[config.mk]
export PLATFORM = sky130hd
export DESIGN_NAME = board_mem_arbiter
export DESIGN_NICKNAME = d
export VERILOG_FILES = /design/src/rtl/tetris_pkg.sv /design/src/rtl/board_ram.sv /design/src/rtl/board_mem_arbiter.sv
export SDC_FILE = /design/constraint.sdc
export NUM_CORES = 1
export LEC_CHECK = 0
export ABC_AREA = 1
export CORE_MARGIN = 3
export CORE_UTILIZATION = 34
export DETAILED_ROUTE_END_ITERATION = 7
export GPL_TIMING_DRIVEN = 0
export PLACE_DENSITY = 0.54
export SLEW_MARGIN = 0
export SYNTH_ARGS = -nofsm -noshare
export SYNTH_HDL_FRONTEND = slang
export SYNTH_SLANG_ARGS = --single-unit
export TNS_END_PERCENT = 5
[constraint.sdc]
create_clock -name clk -period 9.3 [get_ports clk]
set_clock_uncertainty 0.05 [all_clocks]
set_input_delay 0.93 -clock clk [delete_from_list [all_inputs] [get_ports clk]]
set_output_delay 0.93 -clock clk [all_outputs]
set_load 0.005 [all_outputs]
[src/rtl/tetris_pkg.sv]
// Shared board geometry and types for the Tetris board memory.
//   BOARD_COLS/ROWS : board size in cells
//   CELL_PX         : cell edge length in pixels
//   BOARD_CELLS     : number of board memory entries
//   cell_color_t    : 3-bit cell colour, 0 = empty
//   cell_addr_t     : row-major cell index (row*10 + col)
//   arb_state_t     : arbiter FSM states
package tetris_pkg;

  localparam int BOARD_COLS  = 10;
  localparam int BOARD_ROWS  = 20;
  localparam int CELL_PX     = 16;
  localparam int BOARD_CELLS = 200;

  typedef logic [2:0] cell_color_t;
  typedef logic [7:0] cell_addr_t;

  typedef enum logic {
    IDLE,
    CLEAR
  } arb_state_t;

endpackage

[src/rtl/board_ram.sv]
// 200 x 3-bit single-port synchronous RAM holding the board cells.
// Read data appears one cycle after an enabled access; a write returns the
// old contents on rdata.
//   clk   : system clock
//   en    : access enable (read and/or write this cycle)
//   we    : write enable, qualified by en
//   addr  : cell index, must be < BOARD_CELLS when en is high
//   wdata : colour to write
//   rdata : registered read data
module board_ram
  import tetris_pkg::*;
(
  input  logic        clk,
  input  logic        en,
  input  logic        we,
  input  cell_addr_t  addr,
  input  cell_color_t wdata,
  output cell_color_t rdata
);

  cell_color_t mem [BOARD_CELLS];

  always_ff @(posedge clk) begin
    if (en) begin
      if (we) begin
        mem[addr] <= wdata;
      end
      rdata <= mem[addr];
    end
  end

endmodule

[src/rtl/board_mem_arbiter.sv]
// Board memory owner and single-port arbiter for the Tetris board.
// Prefetches each cell's colour a few pixels ahead of the VGA beam and
// presents it as a registered value, serves game-engine reads/writes through
// a req/gnt handshake, and runs a self-timed clear sweep.
// Priority: VGA fetch > clear sweep > game.
//   clk, reset         : system clock, synchronous active-high reset
//   vga_row, vga_col   : current beam position
//   vga_cell_color     : colour of the cell under the beam (0 = empty)
//   vga_in_board       : beam is inside the board area
//   gm_req/we/addr/wdata : game request, held until gm_gnt
//   gm_gnt             : combinational grant, access performed this cycle
//   gm_rvalid/gm_rdata : read return, one cycle after a read grant
//   clear_start        : pulse that starts the clear sweep
//   clear_busy         : clear sweep in progress
module board_mem_arbiter
  import tetris_pkg::*;
#(
  parameter int BOARD_X0 = 240,
  parameter int BOARD_Y0 = 80
) (
  input  logic        clk,
  input  logic        reset,
  input  logic [9:0]  vga_row,
  input  logic [9:0]  vga_col,
  output cell_color_t vga_cell_color,
  output logic        vga_in_board,
  input  logic        gm_req,
  input  logic        gm_we,
  input  cell_addr_t  gm_addr,
  input  cell_color_t gm_wdata,
  output logic        gm_gnt,
  output logic        gm_rvalid,
  output cell_color_t gm_rdata,
  input  logic        clear_start,
  output logic        clear_busy
);

  // Fetches run one cell ahead of the displayed window, at column phase 12,
  // so the colour is in the pending register before the cell's first pixel.
  localparam logic [9:0] Y_LO       = 10'(BOARD_Y0);
  localparam logic [9:0] Y_HI       = 10'(BOARD_Y0 + BOARD_ROWS * CELL_PX);
  localparam logic [9:0] X_FETCH_LO = 10'(BOARD_X0 - CELL_PX);
  localparam logic [9:0] X_FETCH_HI = 10'(BOARD_X0 + (BOARD_COLS - 1) * CELL_PX);
  localparam logic [9:0] X_LO       = 10'(BOARD_X0);
  localparam logic [9:0] X_HI       = 10'(BOARD_X0 + BOARD_COLS * CELL_PX);
  localparam cell_addr_t LAST_CELL  = 8'(BOARD_CELLS - 1);

  logic        row_in;
  logic        fetch_col_in;
  logic        disp_col_in;
  logic        fetch;
  logic        fetched;
  logic        fetch_p1;
  logic [9:0]  dy;
  logic [9:0]  dx;
  cell_addr_t  row_base;
  cell_addr_t  fetch_addr;
  cell_color_t pending;

  arb_state_t  state;
  cell_addr_t  clr_cnt;
  logic        clear_wr;
  logic        gm_in_range;
  logic        gm_access;
  logic        rd_oob_p1;

  logic        ram_en;
  logic        ram_we;
  cell_addr_t  ram_addr;
  cell_color_t ram_wdata;
  cell_color_t ram_rdata;

  assign row_in       = (vga_row >= Y_LO) && (vga_row < Y_HI);
  assign fetch_col_in = (vga_col >= X_FETCH_LO) && (vga_col < X_FETCH_HI);
  assign disp_col_in  = (vga_col >= X_LO) && (vga_col < X_HI);

  // The fetched flag makes a column held for several clocks fetch only once.
  assign fetch = row_in && fetch_col_in && (vga_col[3:0] == 4'd12) && !fetched;

  assign dy         = vga_row - Y_LO;
  assign dx         = vga_col - X_FETCH_LO;
  assign row_base   = {3'b000, dy[8:4]} * 8'd10;
  assign fetch_addr = row_base + {4'b0000, dx[7:4]};

  assign clear_wr    = (state == CLEAR) && !fetch;
  assign gm_in_range = gm_addr < 8'(BOARD_CELLS);
  assign gm_gnt      = gm_req && !fetch && (state == IDLE);
  assign gm_access   = gm_gnt && gm_in_range;

  always_comb begin
    ram_en    = 1'b0;
    ram_we    = 1'b0;
    ram_addr  = gm_addr;
    ram_wdata = gm_wdata;
    if (fetch) begin
      ram_en   = 1'b1;
      ram_addr = fetch_addr;
    end else if (clear_wr) begin
      ram_en    = 1'b1;
      ram_we    = 1'b1;
      ram_addr  = clr_cnt;
      ram_wdata = '0;
    end else if (gm_access) begin
      ram_en = 1'b1;
      ram_we = gm_we;
    end
  end

  board_ram u_board_ram (
    .clk   (clk),
    .en    (ram_en),
    .we    (ram_we),
    .addr  (ram_addr),
    .wdata (ram_wdata),
    .rdata (ram_rdata)
  );

  // Stage p0 -> p1: fetch issued, RAM read in flight
  always_ff @(posedge clk) begin
    if (reset) begin
      fetched  <= 1'b0;
      fetch_p1 <= 1'b0;
    end else begin
      fetch_p1 <= fetch;
      if (fetch) begin
        fetched <= 1'b1;
      end else if (vga_col[3:0] != 4'd12) begin
        fetched <= 1'b0;
      end
    end
  end

  // Stage p1 -> pending: fetched colour captured, then shown at cell entry
  always_ff @(posedge clk) begin
    if (reset) begin
      pending        <= '0;
      vga_cell_color <= '0;
      vga_in_board   <= 1'b0;
    end else begin
      if (fetch_p1) begin
        pending <= ram_rdata;
      end
      if (!(row_in && disp_col_in)) begin
        vga_cell_color <= '0;
        vga_in_board   <= 1'b0;
      end else if (vga_col[3:0] == 4'd0) begin
        vga_cell_color <= pending;
        vga_in_board   <= 1'b1;
      end
    end
  end

  // Stage p0 -> p1: game read grant to read return
  always_ff @(posedge clk) begin
    if (reset) begin
      gm_rvalid <= 1'b0;
    end else begin
      gm_rvalid <= gm_gnt && !gm_we;
    end
  end

  always_ff @(posedge clk) begin
    rd_oob_p1 <= !gm_in_range;
  end

  // Out-of-range reads are granted but never touch memory, so they return 0.
  assign gm_rdata = (gm_rvalid && !rd_oob_p1) ? ram_rdata : '0;

  always_ff @(posedge clk) begin
    if (reset) begin
      state      <= IDLE;
      clr_cnt    <= '0;
      clear_busy <= 1'b0;
    end else begin
      case (state)
        IDLE: begin
          if (clear_start) begin
            state      <= CLEAR;
            clr_cnt    <= '0;
            clear_busy <= 1'b1;
          end
        end
        CLEAR: begin
          // The sweep stalls on cycles the VGA path owns the port.
          if (!fetch) begin
            clr_cnt <= clr_cnt + 8'd1;
            if (clr_cnt == LAST_CELL) begin
              state      <= IDLE;
              clear_busy <= 1'b0;
            end
          end
        end
        default: begin
          state      <= IDLE;
          clear_busy <= 1'b0;
        end
      endcase
    end
  end

endmodule

==> results of run 1 <==
synthesized netlist by cell type (5+ instances only):
| cell type | instances | area share |
|---|---|---|
| a21oi_1 | 26 | 0.0047 |
| buf_1 | 11 | 0.0015 |
| buf_2 | 73 | 0.013 |
| buf_4 | 6 | 0.0016 |
| clkbuf_1 | 42 | 0.0057 |
| dfxtp_1 | 21 | 0.015 |
| edfxtp_1 | 603 | 0.65 |
| ha_1 | 13 | 0.0059 |
| inv_1 | 68 | 0.0092 |
| inv_2 | 9 | 0.0012 |
| nand2_1 | 1445 | 0.20 |
| nand2_2 | 5 | 0.0011 |
| nand3_1 | 108 | 0.020 |
| nand4_1 | 8 | 0.0018 |
| nor2_1 | 305 | 0.041 |
| nor2_2 | 5 | 0.0011 |
| nor3_1 | 12 | 0.0022 |
| o21ai_0 | 23 | 0.0042 |
| o21ai_1 | 10 | 0.0018 |
| xor2_1 | 5 | 0.0016 |
per-layer routing:
| layer | vias to the layer above | part of all wire |
|---|---|---|
| li1 | 9575 | - |
| met1 | 10200 | 0.41 |
| met2 | 1172 | 0.45 |
| met3 | 235 | 0.10 |
| met4 | 0 | 0.042 |
| met5 | - | 0 |
critical path, stage by stage:
cell and delay (ps):
clkdlybuf4s50_1 500, inv_1 100, ha_1 220, inv_1 50, nand2_1 70, and2_1 190, ha_1 180, ha_1 230
fa_1 580, inv_1 70, xor2_1 140, nor2_1 70, a211oi_2 360, nand2_1 380, nor3_1 640, nand2_1 340
nor2_1 650
sequential cells by signal, summed over array words and instances (netlist names):
register,flops
u_board_ram.mem,600
state,1
rd_oob_p1,1
clr_cnt,8
fetch_p1,1
vga_cell_color,3
fetched,1
clear_busy,1
vga_in_board,1
gm_rvalid,1
pending,3
u_board_ram.rdata,3
kinds of logic after synthesis:
family / Yosys count
adder cells (fa/ha/maj): 15
buffers and inverters: 214
multiplexers: 1
AND/OR/NAND/NOR: 1906
AO/OA/AOI/OAI: 80
flip-flops: 624
XOR/XNOR: 8
report_power, final:
group,total [mW],switching (mW),internal [mW],leakage [nW]
logic,0.852,0.647,0.205,5.98
clock network,2.68,1.12,1.56,1.04
registers,3.11,0.00304,3.10,5.65
layout make-up:
type,count,area [sq um],area share
multi-input combinational,2010,8240,0.258
timing repair buffer,60,768,0.0240
clock inverter,29,260,0.00815
sequential,624,18500,0.580
buffer,136,654,0.0205
clock buffer,87,1880,0.0588
inverter,78,293,0.00916
tap,1060,1330,0.0415
per-stage QoR:
| stage | cells | setup TNS, ps | cell area, sq um |
|---|---|---|---|
| after floorplan | 2848 | 0 | 27700 |
| after global placement | 3952 | -3848010 | 29500 |
| after global routing | 4084 | 0 | 32000 |
| after detailed placement | 3968 | 0 | 29800 |
| final | 4084 | 0 | 32000 |
| after CTS | 4084 | 0 | 32000 |
how the worst max path moves through the flow:
stage / start / endpoint / slack [ps] / depth (start not counted)
detailed placement: vga_row[4] / u_board_ram.mem[154][0] / 3270 / 17
finish: vga_row[4] / u_board_ram.mem[154][1] / 3800 / 17
floorplan: vga_row[4] / u_board_ram.mem[0][0] / 1360 / 12
global route: vga_row[4] / u_board_ram.mem[154][1] / 3570 / 17
CTS: vga_row[4] / u_board_ram.mem[154][1] / 3910 / 17
global placement: vga_row[4] / u_board_ram.mem[62][0] / -6600 / 13
==> impl_metrics.prom, run 1 <==
# TYPE chip_impl_metric gauge
chip_impl_info{name="hold_path_end",value="vga_cell_color[0]"} 1
chip_impl_metric{name="layout_min_cycle_time",unit="ps"} 5500
chip_impl_metric{name="worst_hold_slack",unit="ps"} 412
chip_impl_metric{name="critical_path_required",unit="ps"} 9500
chip_impl_metric{name="number_of_drc_violations_after_detailed_routing",unit=""} 0
chip_impl_metric{name="grt_first_pass_wirelength",unit="mm"} 142
chip_impl_metric{name="grt-ovfl-total",unit=""} 0
chip_impl_metric{name="fraction_of_layout_cells_with_a_size_suffix_above_1",unit=""} 0.0757
chip_impl_metric{name="fin_nets",unit=""} 3029
chip_impl_info{name="outcome",value="completed"} 1
chip_impl_metric{name="avgSynthCellArea",unit="sq um"} 9.72
chip_impl_info{name="ys.flop_type",value="edfxtp_1"} 1
chip_impl_metric{name="synthesized_instance_count",unit=""} 2848
chip_impl_metric{name="syn2layout_area_growth",unit="%"} 15.4
chip_impl_metric{name="synthDistinctLibCells",unit=""} 49
chip_impl_metric{name="synth.net_count",unit=""} 2899
chip_impl_metric{name="worstPathMaxFanout",unit=""} 9
chip_impl_metric{name="cts.sink_count",unit=""} 624
chip_impl_info{name="hold_start",value="vga_cell_color[0]"} 1
chip_impl_metric{name="timing.critical_path.arrival",unit="ps"} 5710
chip_impl_metric{name="port_buffers",unit=""} 44
chip_impl_metric{name="tritoncts.num_buffers",unit=""} 68
chip_impl_metric{name="cts_repair_resize_count",unit=""} 0
chip_impl_metric{name="final_min_period_over_clock_period",unit=""} 0.592
chip_impl_metric{name="synth-adder-area-share",unit=""} 0.00732
chip_impl_metric{name="ctsHoldBuffers",unit=""} 0
chip_impl_metric{name="synthArstFlopShare",unit=""} 0
chip_impl_metric{name="antenna_found_initial",unit=""} 0
chip_impl_metric{name="synth_enable_flop_cells",unit=""} 603
chip_impl_metric{name="overall_power_consumption",unit="mW"} 6.64
chip_impl_metric{name="layout.filler_cells",unit=""} 7991
chip_impl_metric{name="drtAntennaViolNets",unit=""} 0
chip_impl_info{name="timing.rr.end",value="u_board_ram.mem[121][1]"} 1
chip_impl_metric{name="synth.area.mux_share",unit=""} 0.000361
chip_impl_metric{name="grt_max_degree",unit=""} 40
chip_impl_metric{name="grtUsageMet1",unit=""} 0.320
chip_impl_info{name="setup.worst_path.end_class",value="flip-flop"} 1
chip_impl_metric{name="drt-wirelength-per-cell",unit="um"} 24.6
chip_impl_metric{name="place_ws",unit="ps"} 3270
chip_impl_metric{name="sequential_fraction_of_the_synthesis_area",unit=""} 0.669
chip_impl_metric{name="drt-initial-drc-count",unit=""} 2485
chip_impl_metric{name="post_synth_xor_area_fraction",unit=""} 0.00253
chip_impl_metric{name="finalSetupViolations",unit=""} 0
chip_impl_metric{name="die_h",unit="um"} 291
chip_impl_metric{name="wl",unit="mm"} 100
chip_impl_metric{name="synth-warning-count",unit=""} 0
chip_impl_metric{name="antenna_cells_inserted",unit=""} 0
chip_impl_info{name="synth_top_family_by_area",value="simple AND/OR/NAND/NOR gates"} 1
chip_impl_metric{name="timing.fmax",unit="MHz"} 182
chip_impl_metric{name="grtUsageMet2",unit=""} 0.359
chip_impl_info{name="cts_tree",value="done"} 1
chip_impl_info{name="layout_common_cells",value="nand2_1, edfxtp_1, nor2_1"} 1
chip_impl_metric{name="via_count_of_the_first_global_routing_pass",unit=""} 20100
chip_impl_info{name="min-delay-path-class",value="flip-flop to flip-flop"} 1
chip_impl_info{name="cp-start-kind",value="input port"} 1
chip_impl_info{name="worstReg2RegStart",value="fetched"} 1
chip_impl_metric{name="avgViaCountPerCell",unit=""} 5.19
chip_impl_metric{name="synth_compound_gate_area_share",unit=""} 0.0176
chip_impl_metric{name="detail_route.first_pass.iterations",unit=""} 6
chip_impl_metric{name="synth_simple_gate_area_frac",unit=""} 0.269
chip_impl_metric{name="number_of_vias_in_the_routed_layout",unit=""} 21200
chip_impl_metric{name="dieArea",unit="sq um"} 84900
chip_impl_metric{name="fin_ws",unit="ps"} 3800
chip_impl_info{name="critical_path_class",value="input port to flip-flop"} 1
chip_impl_metric{name="power_density",unit="nW/um^2"} 208
chip_impl_metric{name="globalRouteTotalUtil",unit=""} 0.231
chip_impl_metric{name="hold_viol_final",unit=""} 0
chip_impl_metric{name="place.detailed.hpwl",unit="mm"} 65.8
chip_impl_metric{name="gp_congestion",unit=""} 0.945
chip_impl_metric{name="maxcap_viol_count",unit=""} 0
chip_impl_metric{name="grt_use_met3",unit=""} 0.0436
chip_impl_metric{name="maxSlewHeadroom",unit=""} 0.0149
chip_impl_metric{name="cts_buffer_depth",unit=""} 3
chip_impl_metric{name="syn_area",unit="sq um"} 27700
chip_impl_metric{name="worstSkewPairLatency",unit="ps"} 630
chip_impl_info{name="layout.cells.most_common",value="nand2_1"} 1
chip_impl_metric{name="cts_setup_buffers",unit=""} 0
chip_impl_metric{name="floorplan.io_pins",unit=""} 46
chip_impl_metric{name="irDropWorstVdd",unit="mV"} 0.121
chip_impl_metric{name="setup.reg_to_reg.worst_slack",unit="ps"} 5070
chip_impl_metric{name="placement_rows",unit=""} 104
chip_impl_metric{name="report.final.slew_viol_count",unit=""} 0
chip_impl_metric{name="cts.reportedPaths.clkPinSlew",unit="ps"} 50
chip_impl_info{name="grt.busiest_layer",value="met2"} 1
chip_impl_metric{name="initial_utilization",unit=""} 0.344
chip_impl_metric{name="leakage",unit="nW"} 12.7
chip_impl_metric{name="ff2ff_path_depth",unit=""} 10
chip_impl_metric{name="cts.htree.levels",unit=""} 3
chip_impl_metric{name="core_box_area",unit="sq um"} 80500
chip_impl_metric{name="ys_seq_elements",unit=""} 624
chip_impl_metric{name="chipWidth",unit="um"} 291
chip_impl_metric{name="max_slew.worst_pin.slew",unit="ps"} 1480
chip_impl_info{name="grt_setup_unrepaired",value="no"} 1
chip_impl_info{name="root_buffer_selected_by_cts",value="clkbuf_16"} 1
chip_impl_metric{name="layout.core_utilization",unit=""} 0.397
chip_impl_metric{name="timing.hold.worst_path_depth",unit=""} 2
(Power assumes the default switching activity.)
==> run 2, diff against run 1 <==
--- a/config.mk
+++ b/config.mk
@@ -10,7 +10,7 @@
 export CORE_UTILIZATION = 34
 export DETAILED_ROUTE_END_ITERATION = 7
 export GPL_TIMING_DRIVEN = 0
-export PLACE_DENSITY = 0.54
+export PLACE_DENSITY = 0.55
 export SLEW_MARGIN = 0
 export SYNTH_ARGS = -nofsm -noshare
 export SYNTH_HDL_FRONTEND = slang
==> constraint.sdc (replaced) <==
create_clock -name clk -period 5 [get_ports clk]
set_clock_uncertainty 0.05 [all_clocks]
set_input_delay 0.5 -clock clk [delete_from_list [all_inputs] [get_ports clk]]
set_output_delay 0.5 -clock clk [all_outputs]
set_load 0.005 [all_outputs]
==> run 2 against run 1 <==
The run now ends with max-capacitance violations left; largest power group unchanged; clock power up 75%; global-route usage down 0.14 points; wire length down 1.1%; critical path type unchanged; non-clock buffer count unchanged; sequential power up 86%; flip-flop and latch count unchanged; die area unchanged; total power up 82%; utilization down 0.16 points; worst hold slack worse by 97 ps; critical path depth up 7; register-to-register slack worse by 4200 ps.
==> impl_metrics.prom, run 2 (synthesis gave the netlist of run 1 again) <==
# TYPE chip_impl_metric gauge
chip_impl_info{name="outcome",value="finished, violations left"} 1
chip_impl_info{name="violations",value="max-capacitance violations"} 1
chip_impl_metric{name="antenna_found_initial",unit=""} 0
chip_impl_metric{name="avgViaCountPerCell",unit=""} 5.19
chip_impl_metric{name="critical_path_required",unit="ps"} 5410
chip_impl_metric{name="leakage",unit="nW"} 12.6
chip_impl_info{name="largestRegisters",value="u_board_ram.mem x600, clr_cnt x8"} 1
chip_impl_metric{name="floorplan.io_pins",unit=""} 46
chip_impl_info{name="critical_path_class",value="input port to flip-flop"} 1
chip_impl_metric{name="cts.htree.levels",unit=""} 3
chip_impl_metric{name="chipWidth",unit="um"} 291
chip_impl_metric{name="dpl_cell_area",unit="sq um"} 29800
chip_impl_metric{name="tritoncts.num_buffers",unit=""} 67
chip_impl_metric{name="setup.reg_to_reg.worst_slack",unit="ps"} 890
chip_impl_metric{name="grt_first_pass_wirelength",unit="mm"} 141
chip_impl_metric{name="tns",unit="ps"} 0
chip_impl_metric{name="power_density",unit="nW/um^2"} 379
chip_impl_metric{name="postLayoutCellArea",unit="sq um"} 31800
chip_impl_metric{name="ff2ff_path_depth",unit=""} 10
chip_impl_metric{name="globalRouteTotalUtil",unit=""} 0.230
chip_impl_metric{name="worstSkewPairLatency",unit="ps"} 640
chip_impl_metric{name="cts_setup_buffers",unit=""} 0
chip_impl_metric{name="die_h",unit="um"} 291
chip_impl_info{name="setup.worst_path.end_class",value="flip-flop"} 1
chip_impl_metric{name="timing.hold.worst_path_depth",unit=""} 2
chip_impl_info{name="hold_path_end",value="clr_cnt[4]"} 1
chip_impl_metric{name="drtAntennaViolNets",unit=""} 0
chip_impl_metric{name="drt-wirelength-per-cell",unit="um"} 24.3
chip_impl_metric{name="syn2layout_area_growth",unit="%"} 14.9
chip_impl_info{name="layout_common_cells",value="nand2_1, edfxtp_1, nor2_1"} 1
chip_impl_metric{name="report.final.slew_viol_count",unit=""} 0
chip_impl_info{name="hold_start",value="reset"} 1
chip_impl_metric{name="number_of_drc_violations_after_detailed_routing",unit=""} 0
chip_impl_metric{name="gp_congestion",unit=""} 0.931
chip_impl_info{name="registers.top_by_ff_count",value="u_board_ram.mem"} 1
chip_impl_info{name="cp-start-kind",value="input port"} 1
chip_impl_metric{name="cts.sink_count",unit=""} 624
chip_impl_metric{name="overall_power_consumption",unit="mW"} 12.1
chip_impl_metric{name="hold_viol_final",unit=""} 0
chip_impl_metric{name="largest_register_ff_count",unit=""} 600
chip_impl_info{name="min-delay-path-class",value="input port to flip-flop"} 1
chip_impl_metric{name="placement_rows",unit=""} 104
chip_impl_metric{name="irDropWorstVdd",unit="mV"} 0.250
chip_impl_info{name="cts_tree",value="done"} 1
chip_impl_metric{name="via_count_of_the_first_global_routing_pass",unit=""} 19900
chip_impl_metric{name="dieArea",unit="sq um"} 84900
chip_impl_info{name="timing.critical_path.mode_cell",value="nand2_1"} 1
chip_impl_metric{name="cts.reportedPaths.clkPinSlew",unit="ps"} 50
chip_impl_metric{name="grt-ovfl-total",unit=""} 0
chip_impl_metric{name="timing.critical_path.arrival",unit="ps"} 5160
chip_impl_info{name="timing.rr.end",value="u_board_ram.mem[172][1]"} 1
chip_impl_info{name="crit_path_top_delay_cell",value="fa_1"} 1
chip_impl_metric{name="final_min_period_over_clock_period",unit=""} 0.952
chip_impl_metric{name="drt-initial-drc-count",unit=""} 2811
chip_impl_metric{name="antenna_cells_inserted",unit=""} 0
chip_impl_metric{name="max_slew.worst_pin.slew",unit="ps"} 1490
chip_impl_metric{name="maxcap_viol_count",unit=""} 1
chip_impl_metric{name="fraction_of_layout_cells_with_a_size_suffix_above_1",unit=""} 0.0754
chip_impl_metric{name="finalSetupViolations",unit=""} 0
chip_impl_metric{name="maxSlewHeadroom",unit=""} 0.00506
chip_impl_metric{name="worst_hold_slack",unit="ps"} 315
chip_impl_info{name="root_buffer_selected_by_cts",value="clkbuf_16"} 1
chip_impl_info{name="path_cells",value="clkdlybuf4s50_1, inv_1, ha_1, inv_1, nand2_1, nand2_1, nand2_1, nand2_1, inv_1, ha_1, fa_1, inv_1, xor2_1, nor2_1, a211oi_2, inv_2, nand2_1, nor2_1, clkinv_1, nor2_1, nor2_1, nand2_1, nor2_1, nand3_1"} 1
chip_impl_metric{name="wl",unit="mm"} 99.2
chip_impl_metric{name="place.detailed.hpwl",unit="mm"} 65.2
chip_impl_metric{name="layout.filler_cells",unit=""} 7998
chip_impl_metric{name="fin_nets",unit=""} 3028
chip_impl_info{name="layout.cells.most_common",value="nand2_1"} 1
chip_impl_metric{name="detail_route.first_pass.iterations",unit=""} 5
chip_impl_metric{name="worstPathMaxFanout",unit=""} 8
chip_impl_metric{name="timing.fmax",unit="MHz"} 210
chip_impl_metric{name="initial_utilization",unit=""} 0.344
chip_impl_metric{name="layout_min_cycle_time",unit="ps"} 4760
chip_impl_metric{name="number_of_vias_in_the_routed_layout",unit=""} 21200
chip_impl_metric{name="port_buffers",unit=""} 44
chip_impl_metric{name="core_box_area",unit="sq um"} 80500
chip_impl_metric{name="cts_buffer_depth",unit=""} 3
chip_impl_info{name="grt_setup_unrepaired",value="no"} 1
chip_impl_metric{name="cpPeakStageDelay",unit="ps"} 530
chip_impl_metric{name="grt_max_degree",unit=""} 42
chip_impl_info{name="worstReg2RegStart",value="fetched"} 1
[run 2: cell count changes in the layout (fill, tap and decap cells not counted), moves of 2 or more]
cell	change
bufinv_16	-3
clkinvlp_4	-2
nor2_1	-3
clkbuf_1	+5
clkinv_1	+3
clkbuf_16	-5
nor2_2	+3
inv_6	+5
nand2_1	-2
nand2_2	+2
clkinv_2	-4
[run 2: worst max-delay path by stage]
stage / startpoint / to / slack, ps / cells after the start
after CTS: vga_row[4] / u_board_ram.mem[154][2] / 20 / 17
final: vga_row[4] / u_board_ram.rdata[1] / 240 / 24
after global routing: vga_row[4] / u_board_ram.mem[8][0] / 70 / 18
after detailed placement: vga_row[4] / u_board_ram.mem[154][0] / -610 / 17
after global placement: vga_row[4] / u_board_ram.mem[57][0] / -5510 / 13
after floorplan: vga_row[4] / u_board_ram.mem[0][0] / -390 / 12
[run 2: cell type report]
| class | count | area (sq um) | share of cell area |
|---|---|---|---|
| sequential | 624 | 18500 | 0.582 |
| multi-input combinational | 2010 | 8260 | 0.260 |
| clock buffer | 87 | 1770 | 0.0557 |
| tap | 1060 | 1330 | 0.0417 |
| timing repair buffer | 60 | 776 | 0.0244 |
| buffer | 136 | 654 | 0.0206 |
| inverter | 78 | 293 | 0.00920 |
| clock inverter | 30 | 215 | 0.00676 |
[run 2: critical path: cells and delay by family]
kind,cells,cell delay [ps]
AOI/OAI and AO/OA,1,90
xor gates and xnor gates,1,160
adders and majority gates,3,1080
buffers and inverters,7,1300
and+or+nand+nor,12,2010
[run 2: repair_timing]
action,CTS,global route
endpoints found under the hold margin,0,0
gates resized for setup,0,6
hold buffers,0,0
endpoints found under the setup margin,0,42
[run 2: metal layers]
metal / track usage / wire (um)
met4: 0.0998 / 4740
met5: 0 / 0
met2: 0.356 / 44400
met1: 0.316 / 40100
met3: 0.0414 / 10000
[run 2: stage by stage]
| stage | instances | setup slack, ps | utilization |
|---|---|---|---|
| 2_1_floorplan | 2848 | -387 | - |
| 3_3_place_gp | 3952 | -5510 | 0.366 |
| 3_5_place_dp | 3968 | -614 | 0.370 |
| 4_1_cts | 4085 | 23.6 | 0.395 |
| 5_1_grt | 4085 | 66.1 | 0.395 |
| 6_report | 4085 | 241 | 0.395 |
[run 2: power by group]
part / total [mW] / internal, mW / switching, mW
clock: 4.70 / 2.61 / 2.09
combinational: 1.58 / 0.382 / 1.20
sequential: 5.78 / 5.77 / 0.00587
==> run 3, diff against run 2 <==
--- a/config.mk
+++ b/config.mk
@@ -7,10 +7,10 @@
 export LEC_CHECK = 0
 export ABC_AREA = 1
 export CORE_MARGIN = 3
-export CORE_UTILIZATION = 34
+export CORE_UTILIZATION = 39
 export DETAILED_ROUTE_END_ITERATION = 7
 export GPL_TIMING_DRIVEN = 0
-export PLACE_DENSITY = 0.55
+export PLACE_DENSITY = 0.61
 export SLEW_MARGIN = 0
 export SYNTH_ARGS = -nofsm -noshare
 export SYNTH_HDL_FRONTEND = slang
==> run 3 against run 2 <==
The flow now finishes without violations; sequential power is essentially flat; total power grew 0.87%; critical path depth shrank 5; critical endpoint is now u_board_ram.mem[185][0].
==> impl_metrics.prom, run 3 (synthesis gave the netlist of run 1 again) <==
# TYPE chip_impl_metric gauge
chip_impl_info{name="min-delay-path-class",value="input port to flip-flop"} 1
chip_impl_info{name="layout.cells.most_common",value="nand2_1"} 1
chip_impl_metric{name="port_buffers",unit=""} 44
chip_impl_metric{name="antenna_found_initial",unit=""} 0
chip_impl_info{name="root_buffer_selected_by_cts",value="clkbuf_16"} 1
chip_impl_metric{name="final_min_period_over_clock_period",unit=""} 0.961
chip_impl_info{name="cpLargestDelayFamily",value="simple AND/OR/NAND/NOR gates"} 1
chip_impl_metric{name="antenna_cells_inserted",unit=""} 0
chip_impl_metric{name="dpl_cell_area",unit="sq um"} 29700
chip_impl_metric{name="postLayoutCellArea",unit="sq um"} 31800
chip_impl_metric{name="hold_viol_final",unit=""} 0
chip_impl_metric{name="drtAntennaViolNets",unit=""} 0
chip_impl_info{name="cts_tree",value="done"} 1
chip_impl_metric{name="cts.sink_count",unit=""} 624
chip_impl_metric{name="avgViaCountPerCell",unit=""} 5.37
chip_impl_metric{name="cpPeakStageDelay",unit="ps"} 690
chip_impl_metric{name="irDropWorstVdd",unit="mV"} 0.238
chip_impl_info{name="timing.critical_path.mode_cell",value="inv_1"} 1
chip_impl_metric{name="floorplan.io_pins",unit=""} 46
chip_impl_info{name="registers.top_by_ff_count",value="u_board_ram.mem"} 1
chip_impl_metric{name="number_of_drc_violations_after_detailed_routing",unit=""} 0
chip_impl_metric{name="dieArea",unit="sq um"} 74200
chip_impl_metric{name="layout.filler_cells",unit=""} 6728
chip_impl_metric{name="die_h",unit="um"} 272
chip_impl_info{name="layout_common_cells",value="nand2_1, edfxtp_1, nor2_1"} 1
chip_impl_info{name="largestRegisters",value="u_board_ram.mem x600, clr_cnt x8"} 1
chip_impl_metric{name="dpl.cell_count",unit=""} 3849
chip_impl_metric{name="power_density",unit="nW/um^2"} 383
chip_impl_info{name="setup.worst_path.end_class",value="flip-flop"} 1
chip_impl_metric{name="cts.htree.levels",unit=""} 3
chip_impl_metric{name="final-instance-count-excl-fill",unit=""} 3971
chip_impl_metric{name="placement_rows",unit=""} 97
chip_impl_metric{name="max_slew.worst_pin.slew",unit="ps"} 1400
chip_impl_metric{name="maxcap_viol_count",unit=""} 0
chip_impl_metric{name="tns",unit="ps"} 0
chip_impl_metric{name="tritoncts.num_buffers",unit=""} 68
chip_impl_metric{name="maxSlewHeadroom",unit=""} 0.0695
chip_impl_metric{name="leakage",unit="nW"} 12.7
chip_impl_metric{name="chipWidth",unit="um"} 272
chip_impl_metric{name="grt_first_pass_wirelength",unit="mm"} 136
chip_impl_info{name="path_cells",value="clkdlybuf4s50_1, inv_1, ha_1, inv_1, nand2_1, and2_1, ha_1, ha_1, xnor2_1, inv_1, o21ai_2, inv_1, nor2_1, buf_2, buf_4, inv_2, nor2_1, nand2_1, nor2_1"} 1
chip_impl_metric{name="number_of_vias_in_the_routed_layout",unit=""} 21300
chip_impl_metric{name="critical_path_required",unit="ps"} 5240
chip_impl_metric{name="fin_ws",unit="ps"} 193
chip_impl_metric{name="grt_max_degree",unit=""} 44
chip_impl_metric{name="report.final.slew_viol_count",unit=""} 0
chip_impl_metric{name="place.detailed.hpwl",unit="mm"} 61.7
chip_impl_metric{name="gp_congestion",unit=""} 0.937
chip_impl_metric{name="cts.reportedPaths.clkPinSlew",unit="ps"} 60
chip_impl_metric{name="initial_utilization",unit=""} 0.395
chip_impl_info{name="grt_setup_unrepaired",value="no"} 1
chip_impl_metric{name="core_box_area",unit="sq um"} 70100
chip_impl_info{name="crit_path_top_delay_cell",value="nand2_1"} 1
chip_impl_metric{name="syn2layout_area_growth",unit="%"} 14.8
chip_impl_metric{name="fin_nets",unit=""} 3030
chip_impl_info{name="outcome",value="completed"} 1
chip_impl_metric{name="layout.core_utilization",unit=""} 0.453
chip_impl_metric{name="place_ws",unit="ps"} -537
chip_impl_metric{name="drt-initial-drc-count",unit=""} 3085
chip_impl_metric{name="drt-wirelength-per-cell",unit="um"} 24.0
chip_impl_metric{name="cts_buffer_depth",unit=""} 3
chip_impl_metric{name="wl",unit="mm"} 95.4
chip_impl_metric{name="globalRouteTotalUtil",unit=""} 0.254
chip_impl_info{name="cp-start-kind",value="input port"} 1
chip_impl_metric{name="overall_power_consumption",unit="mW"} 12.2
chip_impl_metric{name="largest_register_ff_count",unit=""} 600
chip_impl_metric{name="via_count_of_the_first_global_routing_pass",unit=""} 19900
chip_impl_metric{name="timing.critical_path.arrival",unit="ps"} 5050
chip_impl_metric{name="fraction_of_layout_cells_with_a_size_suffix_above_1",unit=""} 0.0785
chip_impl_metric{name="worstSkewPairLatency",unit="ps"} 650
chip_impl_metric{name="layout_min_cycle_time",unit="ps"} 4810
chip_impl_metric{name="timing.fmax",unit="MHz"} 208
chip_impl_metric{name="cts_setup_buffers",unit=""} 0
chip_impl_metric{name="grt-ovfl-total",unit=""} 0
chip_impl_metric{name="worstPathMaxFanout",unit=""} 10
chip_impl_metric{name="worst-path-buf-inv",unit=""} 8
chip_impl_metric{name="detail_route.first_pass.iterations",unit=""} 6
chip_impl_info{name="critical_path_class",value="input port to flip-flop"} 1
chip_impl_metric{name="worst_hold_slack",unit="ps"} 216
chip_impl_metric{name="finalSetupViolations",unit=""} 0
## run 3: final timing paths
kind | start | endpoint | slack (ps) | cells past startpoint
max | vga_row[4] | u_board_ram.mem[185][0] | 190 | 19
min | reset | fetch_p1 | 220 | 2
max reg2reg | fetched | u_board_ram.mem[59][0] | 900 | 11
min reg2reg | vga_cell_color[1] | vga_cell_color[1] | 410 | 2
## run 3: layout make-up
cell class | instances | area [sq um] | area share
Timing Repair Buffer | 61 | 803 | 0.0253
Clock inverter | 43 | 342 | 0.0107
Inverter | 78 | 293 | 0.00921
Buffer | 136 | 657 | 0.0207
Multi-Input combinational cell | 2010 | 8250 | 0.260
Sequential cell | 624 | 18500 | 0.583
Tap cell | 940 | 1180 | 0.0370
Clock buffer | 79 | 1740 | 0.0548
## run 3: report_power, final
| group | internal, mW | switching [mW] | total, mW |
|---|---|---|---|
| clock | 2.68 | 2.14 | 4.82 |
| sequential | 5.78 | 0.00672 | 5.78 |
| combinational | 0.385 | 1.18 | 1.56 |
## run 3: what timing repair did
item | CTS | global route
resized for setup | 0 | 2
hold buffers | 0 | 0
endpoints found under the setup margin | 0 | 9
## run 3: routing by layer
| layer | share of wire | global-route usage |
|---|---|---|
| met1 | 0.39 | 0.336 |
| met2 | 0.43 | 0.385 |
| met3 | 0.12 | 0.0662 |
| met4 | 0.061 | 0.137 |
| met5 | 0 | 0 |
==> RTL edit, RTL diff (flow settings as in run 1) <==
Set the package constant `BOARD_CELLS` to 400 (it was 200).
--- a/src/rtl/tetris_pkg.sv
+++ b/src/rtl/tetris_pkg.sv
@@ -10,7 +10,7 @@
   localparam int BOARD_COLS  = 10;
   localparam int BOARD_ROWS  = 20;
   localparam int CELL_PX     = 16;
-  localparam int BOARD_CELLS = 200;
+  localparam int BOARD_CELLS = 400;
 
   typedef logic [2:0] cell_color_t;
   typedef logic [7:0] cell_addr_t;
Function: changed (a bounded check fails within 4 cycles, from zero or initial values and one cycle with reset high).
==> RTL edit against run 1 <==
The flow now finishes with violations (max-capacitance violations, max-slew violations). Setup slack got worse by 0.75 ns. Area after synthesis rose by 23%. Register-to-register slack got worse by 1.2 ns. Cell area up 22%. Maximum frequency down 12%. Clock power grew 21%. Largest power group unchanged. Power rose by 26%. Wire length increased by 43%. Sequential cell count increased by 168. Count of clock-buffer cells in the layout rose by 24. Critical path type unchanged.
==> RTL edit: results (changes against run 1) <==
Drt
  – Routed WL per cell: 29.66 µm (+21%)
  – Met3 wire length: 19.00 mm (+90%)
  – Via count of the routed design: 26750 (+26%)
  – Avg Vias per Cell: 5.512 (+6.2%)

Placed design
  – Worst slack, placed: 2.604 ns (-0.6693 ns)

Clock tree
  – CTS Buf Count: 87 (+28%)

Global route
  – Tot GR Track Use: 27.31% (+4.2 points)
  – Global-route wire length before repair: 194.7 mm (+37%)
  – Vias in the first global route: 24920 (+24%)

Finish
  – Fill cells: 9730 (+22%)
  – Max FFs per register: 768 (+28%)
  – Fin util: 39.59% (-0.076 points)
  – Largest registers: u_board_ram.mem: 768 flops, clr_cnt: 8 flops
  – Nets: 3548 (+17%)

STA
  – Final max-slew violation count: 22 (+22)
  – Hold WS: 0.4125 ns (+0.0001070 ns)

Worst setup path
  – Arrival @ worst endpoint: 6.52 ns (+0.81 ns)

Status
  – Failing checks: max-capacitance violations, max-slew violations
  – Status: finished with violations

Job
  – MaxCap Viol Count: 3 (+3)

Power
  – Leak: 14.94 nW (+18%)
  – Peak VDD IR: 0.1224 mV (+0.95%)

Yosys
  – Most frequent cells after synthesis: 1575 x nand2_1, 771 x edfxtp_1, 403 x nor2_1, 169 x nand3_1, 90 x buf_2
  – Synth Area per Inst: 10.18 µm² (+4.7%)
  – Area contributors post-synth: edfxtp_1 68%, nand2_1 17%, nor2_1 4.4%
==> RTL edit: kinds of logic (layout without fill, tap and decap cells) <==
family,count (synthesis),in the layout,synth area share (%)
AOI/OAI and AO/OA,94,94,1.570
xor gates and xnor gates,8,8,0.2059
adders and majority gates,15,15,0.5957
buffers and inverters,230,445,2.956
DFF,792,792,69.27
other,0,8,0
and+or+nand+nor,2204,2204,25.40
==> RTL edit: routing by layer <==
layer / global-route usage (%) / vias up
met2: 41.07 / 1981
met4: 15.14 / 0
met5: 0 / -
met3: 7.052 / 423
li1: - / 11400
met1: 36.09 / 12940
==> RTL edit: area by class of cell <==
class	count	area share (%)
sequential	792	60.23
multi-input combinational	2321	24.20
clock buffer	111	5.956
tap	1287	4.114
timing repair buffer	65	2.225
buffer	171	2.024
clock inverter	39	0.6330
inverter	59	0.5659
antenna	8	0.05115
==> RTL edit: critical path, delay by kind of cell <==
kind                       cells  cell delay [ns]
and+or+nand+nor               11             3.00
buffers and inverters          6             2.38
adders and majority gates      1             0.18
